$ cat config.mk
export PLATFORM = sky130hd
export DESIGN_NAME = net_ring_router_q
export DESIGN_NICKNAME = d
export VERILOG_FILES = /design/src/rtl/net_ring_router_q_pkg.sv /design/src/rtl/net_normal_queue.sv /design/src/rtl/net_rr_arb3.sv /design/src/rtl/net_ring_router_q.sv
export SDC_FILE = /design/constraint.sdc
export NUM_CORES = 1
export LEC_CHECK = 0
export ABC_AREA = 1
export BUFFER_PORTS_ARGS = -buffer_cell sky130_fd_sc_hd__clkbuf_2
export CAP_MARGIN = 40
export CELL_PAD_IN_SITES_DETAIL_PLACEMENT = 1
export CELL_PAD_IN_SITES_GLOBAL_PLACEMENT = 2
export CORE_MARGIN = 2
export CORE_UTILIZATION = 38
export DETAILED_ROUTE_END_ITERATION = 10
export HOLD_SLACK_MARGIN = 0.02
export PLACE_DENSITY_LB_ADDON = 0.1
export SYNTH_ARGS = -nofsm -noshare
export SYNTH_HDL_FRONTEND = slang
export SYNTH_SLANG_ARGS = --single-unit
$ cat constraint.sdc
create_clock -name clk -period 5.11 [get_ports clk]
set_clock_uncertainty 0.2 [all_clocks]
set_input_delay 0.511 -clock clk [delete_from_list [all_inputs] [get_ports clk]]
set_output_delay 0.511 -clock clk [all_outputs]
set_load 0.02 [all_outputs]
$ cat src/rtl/net_ring_router_q_pkg.sv
// net_ring_router_q_pkg: shared net message layout helpers and route-direction encoding.
// Message layout is {dest, src, opaque, payload} with dest in the MSBs.
// route_dir() maps a destination id to the output port of a given router.
package net_ring_router_q_pkg;

  // Output port encoding, matching router port numbering.
  typedef enum logic [1:0] {
    OUT_PREV = 2'd0,
    OUT_TERM = 2'd1,
    OUT_NEXT = 2'd2
  } route_dir_e;

  function automatic int msg_nbits(input int p, input int o, input int s);
    return p + o + 2 * s;
  endfunction

  // fwd is the hop count going forward (towards id+1) around the ring.
  // Greedy mode takes the shorter way; an exact half-ring tie goes forward.
  function automatic route_dir_e route_dir(input int dest, input int id,
                                           input int n, input int mode);
    int fwd;
    fwd = (dest >= id) ? dest - id : dest + n - id;
    if (fwd == 0) return OUT_TERM;
    if (mode != 0) return OUT_NEXT;
    if (fwd <= n / 2) return OUT_NEXT;
    return OUT_PREV;
  endfunction

endpackage

$ cat src/rtl/net_normal_queue.sv
// net_normal_queue: plain FIFO of DEPTH entries, no bypass.
// Latency: an entry written at edge t is visible at the head after edge t.
// Backpressure: enq_rdy = !full, combinational from the count only.
module net_normal_queue #(
  parameter int WIDTH = 8,
  parameter int DEPTH = 2
) (
  input  logic             clk,
  input  logic             reset,
  input  logic             enq_val,
  output logic             enq_rdy,
  input  logic [WIDTH-1:0] enq_msg,
  output logic             deq_val,
  input  logic             deq_rdy,
  output logic [WIDTH-1:0] deq_msg
);
  localparam int AW = (DEPTH > 1) ? $clog2(DEPTH) : 1;
  localparam int CW = $clog2(DEPTH + 1);

  logic [WIDTH-1:0] mem [DEPTH];
  logic [AW-1:0]    wr_ptr, rd_ptr;
  logic [CW-1:0]    count;
  logic             do_enq, do_deq;

  assign enq_rdy = (count != CW'(DEPTH));
  assign deq_val = (count != '0);
  assign deq_msg = mem[rd_ptr];
  assign do_enq  = enq_val && enq_rdy;
  assign do_deq  = deq_val && deq_rdy;

  // Explicit wrap so non-power-of-two depths work.
  function automatic logic [AW-1:0] bump(input logic [AW-1:0] p);
    return (p == AW'(DEPTH - 1)) ? '0 : p + AW'(1);
  endfunction

  always_ff @(posedge clk or posedge reset) begin
    if (reset) begin
      wr_ptr <= '0;
      rd_ptr <= '0;
      count  <= '0;
    end else begin
      if (do_enq) wr_ptr <= bump(wr_ptr);
      if (do_deq) rd_ptr <= bump(rd_ptr);
      if (do_enq && !do_deq)      count <= count + CW'(1);
      else if (do_deq && !do_enq) count <= count - CW'(1);
    end
  end

  always_ff @(posedge clk) begin
    if (do_enq) mem[wr_ptr] <= enq_msg;
  end

endmodule

$ cat src/rtl/net_rr_arb3.sv
// net_rr_arb3: 3-requester round-robin arbiter, pointer advances only on a transfer.
// Latency: grant is combinational from requests and registered pointer/lock state.
// Backpressure: while a grant is outstanding without a transfer it is locked, so the winner holds.
module net_rr_arb3 (
  input  logic       clk,
  input  logic       reset,
  input  logic [2:0] req,
  input  logic       en,     // granted message transferred this cycle
  output logic [2:0] grant
);
  logic [1:0] ptr;
  logic       locked;
  logic [2:0] held;
  logic [2:0] pick;

  always_comb begin
    pick = 3'b000;
    case (ptr)
      2'd1:    pick = req[1] ? 3'b010 : req[2] ? 3'b100 : req[0] ? 3'b001 : 3'b000;
      2'd2:    pick = req[2] ? 3'b100 : req[0] ? 3'b001 : req[1] ? 3'b010 : 3'b000;
      default: pick = req[0] ? 3'b001 : req[1] ? 3'b010 : req[2] ? 3'b100 : 3'b000;
    endcase
    // A higher-priority head arriving during a stall must not steal the output.
    grant = locked ? held : pick;
  end

  always_ff @(posedge clk or posedge reset) begin
    if (reset) begin
      ptr    <= 2'd0;
      locked <= 1'b0;
      held   <= 3'b000;
    end else if (en) begin
      locked <= 1'b0;
      ptr    <= grant[0] ? 2'd1 : (grant[1] ? 2'd2 : 2'd0);
    end else if (|grant) begin
      locked <= 1'b1;
      held   <= grant;
    end
  end

endmodule

$ cat src/rtl/net_ring_router_q.sv
// net_ring_router_q: 3-port ring router with per-port input queues and round-robin output arbitration.
// Latency: a message accepted at edge t can leave at edge t+1 at the earliest.
// Backpressure: in*_rdy drops when that queue is full; a stalled output holds its grant and message.
// Ports: in0/out0 face router id-1, in1/out1 the terminal, in2/out2 router id+1;
//        each channel is val/rdy/msg with msg = {dest, src, opaque, payload}.
module net_ring_router_q
  import net_ring_router_q_pkg::*;
#(
  parameter int p_payload_nbits = 8,
  parameter int p_opaque_nbits  = 8,
  parameter int p_srcdest_nbits = 3,
  parameter int p_router_id     = 0,
  parameter int p_num_routers   = 8,
  parameter int p_num_entries   = 2,
  parameter int p_route_mode    = 0,
  localparam int M = msg_nbits(p_payload_nbits, p_opaque_nbits, p_srcdest_nbits)
) (
  input  logic         clk,
  input  logic         reset,
  input  logic         in0_val,
  output logic         in0_rdy,
  input  logic [M-1:0] in0_msg,
  input  logic         in1_val,
  output logic         in1_rdy,
  input  logic [M-1:0] in1_msg,
  input  logic         in2_val,
  output logic         in2_rdy,
  input  logic [M-1:0] in2_msg,
  output logic         out0_val,
  input  logic         out0_rdy,
  output logic [M-1:0] out0_msg,
  output logic         out1_val,
  input  logic         out1_rdy,
  output logic [M-1:0] out1_msg,
  output logic         out2_val,
  input  logic         out2_rdy,
  output logic [M-1:0] out2_msg
);
  logic [2:0]   q_val, q_rdy, head_val, head_rdy;
  logic [M-1:0] q_msg    [3];
  logic [M-1:0] head_msg [3];
  route_dir_e   head_dir [3];
  logic [2:0]   req      [3];   // req[out][queue]
  logic [2:0]   grant    [3];   // grant[out][queue]
  logic [2:0]   o_val, o_rdy, o_xfer;
  logic [M-1:0] o_msg    [3];

  assign q_val    = {in2_val, in1_val, in0_val};
  assign q_msg[0] = in0_msg;
  assign q_msg[1] = in1_msg;
  assign q_msg[2] = in2_msg;
  assign in0_rdy  = q_rdy[0];
  assign in1_rdy  = q_rdy[1];
  assign in2_rdy  = q_rdy[2];

  for (genvar i = 0; i < 3; i++) begin : g_port
    net_normal_queue #(.WIDTH(M), .DEPTH(p_num_entries)) u_queue (
      .clk     (clk),
      .reset   (reset),
      .enq_val (q_val[i]),
      .enq_rdy (q_rdy[i]),
      .enq_msg (q_msg[i]),
      .deq_val (head_val[i]),
      .deq_rdy (head_rdy[i]),
      .deq_msg (head_msg[i])
    );
    assign head_dir[i] = route_dir(int'(head_msg[i][M-1 -: p_srcdest_nbits]),
                                   p_router_id, p_num_routers, p_route_mode);
  end

  // Each head requests exactly one output, so a blocked head never blocks another queue.
  always_comb begin
    for (int k = 0; k < 3; k++) begin
      for (int i = 0; i < 3; i++) begin
        req[k][i] = head_val[i] && (head_dir[i] == 2'(k));
      end
    end
  end

  always_comb begin
    head_rdy = 3'b000;
    for (int i = 0; i < 3; i++) begin
      for (int k = 0; k < 3; k++) begin
        head_rdy[i] = head_rdy[i] | (grant[k][i] & o_rdy[k]);
      end
    end
  end

  assign o_rdy = {out2_rdy, out1_rdy, out0_rdy};

  for (genvar k = 0; k < 3; k++) begin : g_out
    net_rr_arb3 u_arb (
      .clk   (clk),
      .reset (reset),
      .req   (req[k]),
      .en    (o_xfer[k]),
      .grant (grant[k])
    );
    assign o_val[k]  = |grant[k];
    assign o_xfer[k] = o_val[k] && o_rdy[k];
    assign o_msg[k]  = grant[k][2] ? head_msg[2] :
                       grant[k][1] ? head_msg[1] : head_msg[0];
  end

  assign out0_val = o_val[0];
  assign out1_val = o_val[1];
  assign out2_val = o_val[2];
  assign out0_msg = o_msg[0];
  assign out1_msg = o_msg[1];
  assign out2_msg = o_msg[2];

endmodule

**Yosys cells after proc, flatten, opt, wreduce, memory -nomap -nowiden**

Memory sizes are Yosys's and may differ from the RTL's.
Cells that the tools add are included.

- Bitwise operators: 18
- Order comparisons: 3
- Add/subtract/negate cells: 12
- Reduce and logical (&&, ||, !) cells: 51
- Eq/ne operators: 15
- Mux-type cells: 90

Operator list:

| kind | number |
|---|---|
| $mux W22 | 6 |
| $logic_not A32 Y1 | 3 |
| $mux W3 | 24 |
| $mux W2 | 27 |
| $mux W1 | 30 |
| $logic_and A1 B1 Y1 | 24 |
| $pmux W3 S2 | 3 |
| $reduce_bool A2 Y1 | 9 |
| $eq A2 B1 Y1 const B | 6 |
| $eq A2 B2 Y1 const B | 6 |
| $and A1 B1 Y1 | 9 |
| $le A3 B3 Y1 const B | 3 |
| $reduce_or A3 Y1 | 3 |
| $add A1 B1 Y1 const B | 6 |
| $add A2 B1 Y2 const B | 3 |
| $logic_not A1 Y1 | 6 |
| $logic_not A2 Y1 | 3 |
| $ne A2 B2 Y1 const B | 3 |
| $or A1 B1 Y1 | 6 |
| $reduce_and A2 Y1 | 3 |
| $sub A2 B1 Y2 const B | 3 |
| $not A1 Y1 | 3 |

- RAM bits: 132
- Output and inout port bits: 72
- Input port bits: 74
- Memories: 3
- Register bits: 30

Memory list:

| memory | depth | width | rd ports | clocked after Yosys merged registers in | write ports | line | RTL |
|---|---|---|---|---|---|---|---|
| g_port[0].u_queue.mem | 2 | 22 | 1 | 0 | 1 | net_normal_queue.sv:20 | `logic [WIDTH-1:0] mem [DEPTH];` |
| g_port[1].u_queue.mem | 2 | 22 | 1 | 0 | 1 | net_normal_queue.sv:20 |  |
| g_port[2].u_queue.mem | 2 | 22 | 1 | 0 | 1 | net_normal_queue.sv:20 |  |

**Depth between registers and ports, before layout**

An unclocked memory read counts as a cell.

- Depth after elaboration: 20
- Gate-level depth with buffers: 20
- Depth with buffers taken out: 19

**Modules after synthesis**

From an unflattened synthesis, not the netlist that was laid out.

- Cells, all modules: 909
- Area, all modules: 8862.2 µm²

Modules (own cells, without submodules):

| module | sequential area each (µm²) | cells each | times used | area an instance (µm²) |
|---|---|---|---|---|
| net_normal_queue | 1421.4 | 98 | 3 | 1903.1 |
| net_ring_router_q | 0.0 | 459 | 1 | 1951.9 |
| net_rr_arb3 | 150.1 | 52 | 3 | 400.4 |

**Worst setup path before layout**

No wires, ideal clock.

- Path kind: reg2out
- From: reg g_port[1].u_queue.rd_ptr
- To: out out2_msg[16]
- Data arrival time: 2.544 ns
- Path buffers: 3
- Stages on the path, launching flop included: 15
- Required time: 4.399 ns
- Setup slack: 1.855 ns
- Path through: dfrtp_1 -> buf_2 -> buf_2 -> mux2i_1 -> nand2_1 -> inv_1 -> ha_1 -> nand2_1 -> nand2_1 -> nand2_1 -> nand3_1 -> nand2_1 -> inv_2 -> buf_2 -> o21ai_0

- Cells in the longest elaborated chain, start to end: 15
- Elaborated cells on any way between the ends: 21
- Classes of those cells: 1 x order compare; 1 x eq/ne; 16 x mux; 2 x reduce/logical; 1 x memory

Ends and longest elaborated chain:

| element | line | RTL |
|---|---|---|
| start: declaration | net_normal_queue.sv:21 | `logic [AW-1:0] wr_ptr, rd_ptr;` |
| start signal: assignment | net_normal_queue.sv:43 | `if (do_deq) rd_ptr <= bump(rd_ptr);` |
| $mem_v2 Z2 W22 (*) | - |  |
| $le A3 B3 Y1 | net_ring_router_q_pkg.sv:25 | `if (fwd <= n / 2) return OUT_NEXT;` |
| $mux W1 | net_ring_router_q_pkg.sv:25 |  |
| $mux W1 | net_ring_router_q_pkg.sv:24 | `if (mode != 0) return OUT_NEXT;` |
| $mux W2 | net_ring_router_q_pkg.sv:26 | `return OUT_PREV;` |
| $mux W2 | net_ring_router_q_pkg.sv:24 |  |
| $eq A2 B2 Y1 | net_ring_router_q.sv:75 | `req[k][i] = head_val[i] && (head_dir[i] == 2'(k));` |
| $logic_and A1 B1 Y1 | net_ring_router_q.sv:75 |  |
| $mux W2 | net_rr_arb3.sv:20 | `2'd2: pick = req[2] ? 3'b100 : req[0] ? 3'b001 : req[1] ? 3'b010 : 3'b000;` |
| $mux W3 (2 in a row) | net_rr_arb3.sv:20 |  |
| $pmux W3 S2 | net_rr_arb3.sv:18 | `case (ptr)` |
| $mux W3 | net_rr_arb3.sv:24 | `grant = locked ? held : pick;` |
| $mux W22 | net_ring_router_q.sv:102 | `grant[k][1] ? head_msg[1] : head_msg[0];` |
| $mux W22 (*) | net_ring_router_q.sv:101 | `assign o_msg[k] = grant[k][2] ? head_msg[2] :` |
| end: declaration | net_ring_router_q.sv:37 | `output logic [M-1:0] out2_msg` |

Every way passes the cells marked *; elsewhere a longest branch is shown, timed or not. The select of a mux whose other input is x is not followed.

**Worst setup path in the final report**

- From: reg g_port[1].u_queue.rd_ptr
- To: out out2_msg[0]

Same word-level chain as after synthesis.

==> impl_metrics.toml <==
[outcome]
outcome = "finished clean"

[clocking]
cts_buffer_depth = 2
clock-sinks = 162
cts_made_buffers = 17
cts_setup_buffers = 0
cts-root-buf = "clkbuf_16"
cts_tree = "yes"
clk_latency_ps = 440
htree_levels = 4
cts.clk_slew.worst_paths_ps = 80

[place]
io_buffers = 145
gp_congestion = 0.8384
dp.cells = 1184
dp_hpwl_mm = 18.07
dp_slack_ps = 1044

[global_routing]
grt-ovfl-total = 0
grt_pass1_vias = 6444
grt_pass1_wl_mm = 36.76
grt_max_degree = 46
antenna_found_initial = 0
grt_use_total_pct = 21.84

[layout]
finalNonFillerCells = 1217
area.growth.synth_to_final_pct = 19.85
fin_util_pct = 46.56
antenna_cells = 0
drive_above_1_share_pct = 26.54
nNetsFinal = 1018

[routing]
wl_per_cell_um = 19.72
drc = 0
vias = 6257
routed_wl_mm = 24.00
first_iter_violations = 389
vias_per_cell = 5.141
dr.pass1.iters = 5
ant_nets = 0

[floorplanning]
core_um2 = 21090
ioPinCount = 146
num_rows = 53
dieArea_um2 = 22750
die_w_um = 150.8
die_h_um = 150.8
initial_core_util_pct = 38.85

[flow_run]
cap_violations = 0

[power]
power_mw = 6.344
irDropWorstVdd_v = 0.0003849
leakage_nw = 4.196
powerDensity_nw_per_um2 = 646.1

[yosys]
syn_nets = 876
synth_top_cell_area_share_pct = 48.38
ys_top_cells_by_area = "edfxtp_1, nand2_1, dfrtp_1, mux2i_1, o211ai_1"
netlist_instances = 787
synth-seq-cells = 162
yosys-top-cells-count = "nand2_1, edfxtp_1, inv_1, o21ai_0, o211ai_1"
synth.avg_cell_area_um2 = 10.41
synth-edff-count = 132
yosys.area.top_type = "edfxtp_1"
synth_warnings = 0
synth_most_common_cell = "nand2_1"
synth.distinct_cells = 32
yosysSeqAreaShare_pct = 57.54
syn_area_um2 = 8193
synth_flop_cell = "edfxtp_1"
async_flop_share_pct = 18.52

[setup_path]
path_cells = "mux2i_1 > nand2_1 > inv_1 > ha_1 > nand2_1 > nand2_1 > nand2_1 > nand3_1 > nand2_1 > inv_2 > o211ai_1 > o21ai_1 > clkbuf_2"
critPathCaptureType = "output pin"
required_ps = 4400
slowest_stage = "inv_2"
cp_max_fo = 44
cp_common_cell = "nand2_1"
path_class = "reg2out"
slowest_delay_ps = 640
critical_path_arrival_ps = 3790
cp-start-kind = "flip-flop"

[sta]
fmax_mhz = 222.3
tns_ps = 0
min_period_ps = 4498
worst_slack_ps = 612.1
maxSlewHeadroom_pct = 39.48
hold_viol = 0
setup_viol = 0
period_share_pct = 88.02
rsz0062_at_grt = "false"
tightest_slew_ps = 904.6
drv_slew = 0

[hold_path]
hold_class = "in2reg"
[state kept, by name, summed over array words and instances, names as in the netlist]
register / count
g_port.u_queue.rd_ptr: 3
g_port.u_queue.count: 6
g_port.u_queue.mem: 132
g_out.u_arb.ptr: 6
g_out.u_arb.locked: 3
g_out.u_arb.held: 9
g_port.u_queue.wr_ptr: 3
[power breakdown]
part / switching, mW / total [mW] / internal (mW) / leakage (nW)
Sequential: 0.135 / 1.91 / 1.78 / 1.60
Combinational: 2.14 / 3.12 / 0.982 / 2.30
Clock: 0.632 / 1.31 / 0.673 / 0.302
[area by class of cell]
type	count	area, um^2
sequential	162	4715
clock buffer	17	425.4
fill	2393	11270
clock inverter	15	203.9
multi-input combinational	506	2932
inverter	83	311.5
tap	275	344.1
timing repair buffer	159	888.4
[metal layers]
| layer | vias to the layer above | part of all wire (%) | global-route usage (%) |
|---|---|---|---|
| li1 | 2988 | - | - |
| met1 | 3089 | 48 | 32.50 |
| met2 | 151 | 46 | 32.89 |
| met3 | 29 | 4.8 | 3.584 |
| met4 | 0 | 1.9 | 6.449 |
| met5 | - | 0 | 0 |
[kinds of logic (layout without fill, tap and decap cells)]
logic type	Yosys count	count (layout)	share of synthesized area [%]
DFF	162	162	57.54
AOI/OAI and AO/OA	167	167	12.81
muxes	44	44	5.376
buffers and inverters	119	274	6.888
adders and majority gates	15	15	2.291
xor gates and xnor gates	6	6	0.6415
and+or+nand+nor	274	274	14.45
[layout by cell type (no fill, tap or decap), types with 9 or more instances in the layout]
master	count
inv_1	74
edfxtp_1	132
clkbuf_16	17
o21ai_2	11
o21ai_1	34
nor2_1	20
inv_2	9
nand2_1	208
nand2_4	9
mux2i_1	44
clkbuf_2	145
ha_1	15
dfrtp_1	30
nand2_2	13
nand3_1	12
a21oi_1	16
o21ai_0	50
o211ai_1	46
[final timing paths]
path,endpoint,slack (ps),cells after the start,from
hold / removal,g_port[0].u_queue.mem[0][8]$_DFFE_PP_,60,1,in0_msg[8]
setup / recovery,out2_msg[0],610,13,g_port[1].u_queue.rd_ptr$_DFFE_PP0P_
min in group asynchronous,g_port[0].u_queue.wr_ptr$_DFFE_PP0P_,500,4,reset
hold reg to reg,g_out[2].u_arb.held[2]$_DFFE_PP0P_,290,2,g_out[2].u_arb.held[2]$_DFFE_PP0P_
setup reg to reg,g_port[1].u_queue.count[1]$_DFFE_PP0P_,990,15,g_port[1].u_queue.rd_ptr$_DFFE_PP0P_
max in group asynchronous,g_out[1].u_arb.held[0]$_DFFE_PP0P_,3890,4,reset
[critical path: cells and delay by family, from the launching register on]
family	cells	cell delay [ps]
buf+inv	3	960
mux	1	610
flops	1	600
simple gates	6	600
compound gates	2	410
fa+ha+maj	1	140
[metrics by stage]
step                instance area, um^2  hold slack (ps)
floorplan                          8193            242.2
global placement                   9087            262.3
detailed placement                 9180            282.5
CTS                                9819            40.56
global route                       9819            41.98
finish                             9819            55.90
[timing repair]
| item | CTS | global route |
|---|---|---|
| endpoints found under the hold margin | 30 | 0 |
| hold buffers | 1 | 0 |
| gates resized for setup | 0 | 0 |
Note: power is estimated with default switching activity, not from simulation.
